## config.mk

```make
export PLATFORM = sky130hd
export DESIGN_NAME = multi_tick_divider
export DESIGN_NICKNAME = d
export VERILOG_FILES = /design/src/rtl/multi_tick_divider.sv
export SDC_FILE = /design/constraint.sdc
export NUM_CORES = 1
export LEC_CHECK = 0
export ABC_AREA = 1
export BUFFER_PORTS_ARGS = -buffer_cell sky130_fd_sc_hd__buf_4
export CORE_AREA = 2 2 195 197
export CTS_CLUSTER_DIAMETER = 150
export CTS_CLUSTER_SIZE = 30
export DETAILED_ROUTE_END_ITERATION = 7
export DIE_AREA = 0 0 197 199
export GPL_TIMING_DRIVEN = 0
export PLACE_DENSITY = 0.54
export SLEW_MARGIN = 0
export SYNTH_ARGS = -nofsm -noshare
export SYNTH_HDL_FRONTEND = slang
export SYNTH_SLANG_ARGS = --single-unit
```

## constraint.sdc

```tcl
create_clock -name clk -period 10.8 [get_ports clk]
set_input_delay 0 -clock clk [delete_from_list [all_inputs] [get_ports clk]]
set_output_delay 0 -clock clk [all_outputs]
set_load 0.01 [all_outputs]
```

## src/rtl/multi_tick_divider.sv

```systemverilog
// Multi-channel programmable tick divider: each channel emits a one-cycle tick
// every cfg_div clocks (continuous or one-shot) plus a square wave toggled per tick.
module multi_tick_divider #(
    parameter int NCH   = 4,
    parameter int WIDTH = 26,
    parameter int CW    = 2
) (
    input  logic             clk,
    input  logic             rst,
    input  logic             clr,
    input  logic             cfg_valid,
    output logic             cfg_ready,
    input  logic [CW-1:0]    cfg_ch,
    input  logic [WIDTH-1:0] cfg_div,
    input  logic             cfg_en,
    input  logic             cfg_oneshot,
    output logic             cfg_err,
    output logic [NCH-1:0]   tick,
    output logic [NCH-1:0]   wave,
    output logic [NCH-1:0]   busy
);

    typedef enum logic {
        IDLE = 1'b0,
        RUN  = 1'b1
    } state_t;

    state_t           state [NCH];
    logic [WIDTH-1:0] cnt   [NCH];
    logic [WIDTH-1:0] div_q [NCH];
    logic [NCH-1:0]   mode;
    logic             hold;
    logic             xfer;
    logic             ch_ok;
    logic             div_zero;

    // hold blocks the cycle after every transfer, so accepted configs are spaced by two
    assign cfg_ready = !clr && !hold;
    assign xfer      = cfg_valid && cfg_ready;
    assign ch_ok     = 32'(cfg_ch) < 32'(NCH);
    assign div_zero  = (cfg_div == '0);

    for (genvar g = 0; g < NCH; g++) begin : g_busy
        assign busy[g] = (state[g] == RUN);
    end

    always_ff @(posedge clk or posedge rst) begin
        if (rst) begin
            hold    <= 1'b0;
            cfg_err <= 1'b0;
            tick    <= '0;
            wave    <= '0;
            mode    <= '0;
            for (int i = 0; i < NCH; i++) begin
                state[i] <= IDLE;
                cnt[i]   <= '0;
                div_q[i] <= '0;
            end
        end else begin
            hold    <= xfer;
            cfg_err <= xfer && (!ch_ok || (cfg_en && div_zero));
            for (int i = 0; i < NCH; i++) begin
                if (clr) begin
                    state[i] <= IDLE;
                    cnt[i]   <= '0;
                    tick[i]  <= 1'b0;
                    wave[i]  <= 1'b0;
                end else if (xfer && ch_ok && (32'(cfg_ch) == 32'(i))) begin
                    // (re)load restarts the period; never ticks on the load edge
                    cnt[i]   <= '0;
                    div_q[i] <= cfg_div;
                    mode[i]  <= cfg_oneshot;
                    wave[i]  <= 1'b0;
                    tick[i]  <= 1'b0;
                    state[i] <= (cfg_en && !div_zero) ? RUN : IDLE;
                end else if (state[i] == RUN) begin
                    if (cnt[i] == div_q[i] - WIDTH'(1)) begin
                        tick[i] <= 1'b1;
                        wave[i] <= ~wave[i];
                        cnt[i]  <= '0;
                        if (mode[i]) begin
                            state[i] <= IDLE;
                        end
                    end else begin
                        tick[i] <= 1'b0;
                        cnt[i]  <= cnt[i] + WIDTH'(1);
                    end
                end else begin
                    tick[i] <= 1'b0;
                end
            end
        end
    end

endmodule

```

==> results.md <==
- Outcome: finished clean
- Clk_skew: roughly 0.018 ns
- Leak Pwr: around 0.0082 uW
- Yosys warnings: 0
- Die Y: 199 um
- Peak VDD IR: approximately 0.085 mV
- CTS tree: done
- Hold WC Path Type: in2async
- Final hold slack: between 0.15 and 0.2 ns
- Bufs on Longest Clock Path: 3
- Antenna cells: 0
- H-tree levels: 1
- Largest net degree at the start of global routing: ~120
- Total gr overflow: 0
- Clk_lat worst skew: ~0.5 ns
- R2r startpoint: hold
- CTS buffer count: 11
- Initial antenna violation count: 0
- Power, Total: 2320 uW
- Die span in x: just under 200 um
- Starting DRC count in detailed routing: approximately 900
- Setup crit end kind: flop
- Min Tclk post-route: a little under 3 ns
- Synthesized area: ~0.015 mm2
- Worst setup SP type: flop
- Die ar.: slightly below 0.04 mm2
- DP HPWL: around 35 mm
- Register area: around 0.0057 mm2
- DR vias: between 10000 and 15000
- Worst Path Arrival: 3.32 ns
- Total core area: 0.0371 mm2
- Worst-path clk slew: 0.12 ns
- Post-place setup slack: 7.87 ns
- Post-synth cell types: 40
- Vias in the first global route: ~14000
- P&R area growth vs syn: 11.1%
- Post-cts resize count: 0
- Worst Path Max Fanout: 10
- Io pins: between 40 and 50
- Share of layout cells above drive strength 1: 0.0490
- Post-route setup slack: about 7.8 ns
- Avg Cell Area, Syn: ~6.8 um2
- All-Layer GR Usage: 0.232
- Initial core utilization: 0.407
- Clk sink count: between 200 and 250
- Crit path launch: hold
- Fill cells: between 3000 and 4000
- Remaining antenna violation count: 0
- Ratio of final minimum period to clock period: 0.274
- Multi-input logic area: 0.00818 mm2
- First-pass GRT wire length: 72.1 mm
- Gp weighted congestion: about 0.9
- Register area share after synthesis: 0.375
- Net Count, Synth: 2264
- Post-CTS setup buffer count: 0
- DRC viols: 0
- FF-to-FF setup slack: 7.84 ns
- Clk root buf: clkbuf_16
- Post-layout net count: approximately 2400
- Setup Viol. Count Final: 0
- Cell Pwr Density: between 100 and 150 mW/mm2
- # rows: 71
- RSZ-0062 raised after global routing: no
- Crit Path Category: reg2reg
- Hold Vio Cnt, Final: 0
- Worst-margin pin slew: a little under 0.9 ns
- Max cap viols: 0
- # port buffers: 47
- Slew HR: 0.408
- Fin. max-slew vios: 0
- Max Fclk: approximately 340 MHz
- DRT Pass-1 Iters: 6
- CP required: ~11 ns
- Total wire length: roughly 44 mm
- Via/cell ratio: 5.09
- Final setup TNS: 0 ns
- Gate Count Post-Synth: around 2200
- #FFs+latches synth: around 230
- Routed len/inst: 15.8 um
[registers in the layout, summed over array words and instances (netlist names)]
name and count:
tick 4, busy 4, div_q 104, mode 4, hold 1, wave 4, cnt 104, cfg_err 1
[worst paths after layout]
path                              to  cells past startpoint
min in group clk           div_q[30]                      4
hold / removal             div_q[46]                      3
hold reg to reg             div_q[1]                      2
max in group asynchronous    cnt[59]                      4
setup reg to reg            cnt[100]                     12
setup / recovery            cnt[100]                     12
[cell families (layout without fill, tap and decap cells)]
group,Yosys count,count (layout),share of synthesized area
AOI/OAI and AO/OA,223,223,0.0762
adders and majority gates,8,8,0.00663
xor gates and xnor gates,179,179,0.105
and+or+nand+nor,1267,1267,0.354
buffers and inverters,319,422,0.0835
DFF,226,226,0.375
[per-layer routing]
metal | wire [um] | vias to the layer above | GRT usage
met5 | 0 | - | 0
met4 | 1110 | 0 | 0.0571
met3 | 1680 | 50 | 0.0236
met2 | 20200 | 265 | 0.387
met1 | 21100 | 6705 | 0.322
li1 | - | 7214 | -
[per-stage QoR]
stage,instances,area [um2],util
4_1_cts,2799,16800,0.452
2_1_floorplan,2222,15100,-
3_3_place_gp,2743,16000,0.432
6_report,2799,16800,0.452
3_5_place_dp,2744,16100,0.433
5_1_grt,2799,16800,0.452
[critical path, cell delays in order (launching register included)]
cell and delay [ns]:
dfrtp_1 0.40, nor2_2 0.17, nand2_2 0.11, dlygate4sd3_1 0.57, inv_1 0.10, nand2_1 0.09
nand2_1 0.13, inv_1 0.08, nand2_1 0.15, buf_4 0.20, buf_2 0.24, buf_1 0.44
a21oi_1 0.14
[Yosys cell counts, drive strengths merged]
cell | number | area, um2
a21oi | 59 | 295
nand3b | 17 | 128
nor2 | 347 | 1360
nor3 | 32 | 171
inv | 267 | 1000
o2111ai | 1 | 8.76
xnor3 | 1 | 22.5
nor4 | 7 | 50.1
a21boi | 1 | 7.51
nor3b | 2 | 15.0
o211ai | 1 | 7.51
and3 | 2 | 12.5
and2 | 3 | 18.8
o21bai | 5 | 37.5
o21ai | 148 | 741
clkinv | 1 | 3.75
nand4 | 66 | 413
xor2 | 109 | 955
ha | 8 | 100
nand3 | 136 | 691
dfrtp | 226 | 5660
o31ai | 1 | 7.51
nand2 | 650 | 2460
a21o | 2 | 15.0
buf | 15 | 119
xnor2 | 69 | 604
clkbuf | 36 | 135
or2 | 5 | 31.3
o22ai | 5 | 31.3
[cell usage in the layout (no fill, tap or decap), types with 3 or more instances in the layout]
cell	count
a21oi_1	59
buf_4	55
buf_6	4
clkbuf_1	36
clkbuf_16	11
clkinv_2	3
dfrtp_1	226
dlygate4sd3_1	40
ha_1	8
inv_1	266
nand2_1	640
nand2_2	10
nand3_1	134
nand3b_1	17
nand4_1	66
nor2_1	330
nor2_2	15
nor3_1	31
nor4_1	6
o21ai_0	147
o21bai_1	5
o22ai_1	5
or2_2	5
xnor2_1	69
xor2_1	109
[final cells by class]
type / count / area share
tap: 474 / 0.0353
inverter: 268 / 0.0604
clock inverter: 4 / 0.00134
buffer: 51 / 0.0151
multi-input combinational: 1677 / 0.488
clock buffer: 11 / 0.0164
sequential: 226 / 0.337
timing repair buffer: 88 / 0.0465
[report_power, final]
group | total (uW) | leakage, uW | internal, uW | switching [uW]
Clock | 480 | 0.000147 | 190 | 290
Sequential | 1070 | 0.00299 | 937 | 136
Combinational | 767 | 0.00506 | 277 | 490
[what timing repair did]
action                                  in CTS  in global routing
endpoints found under the setup margin       0                  0
hold buffers                                40                  0
hold endpoints to repair                   223                  0
No activity file was read; power rests on OpenSTA's default activity.
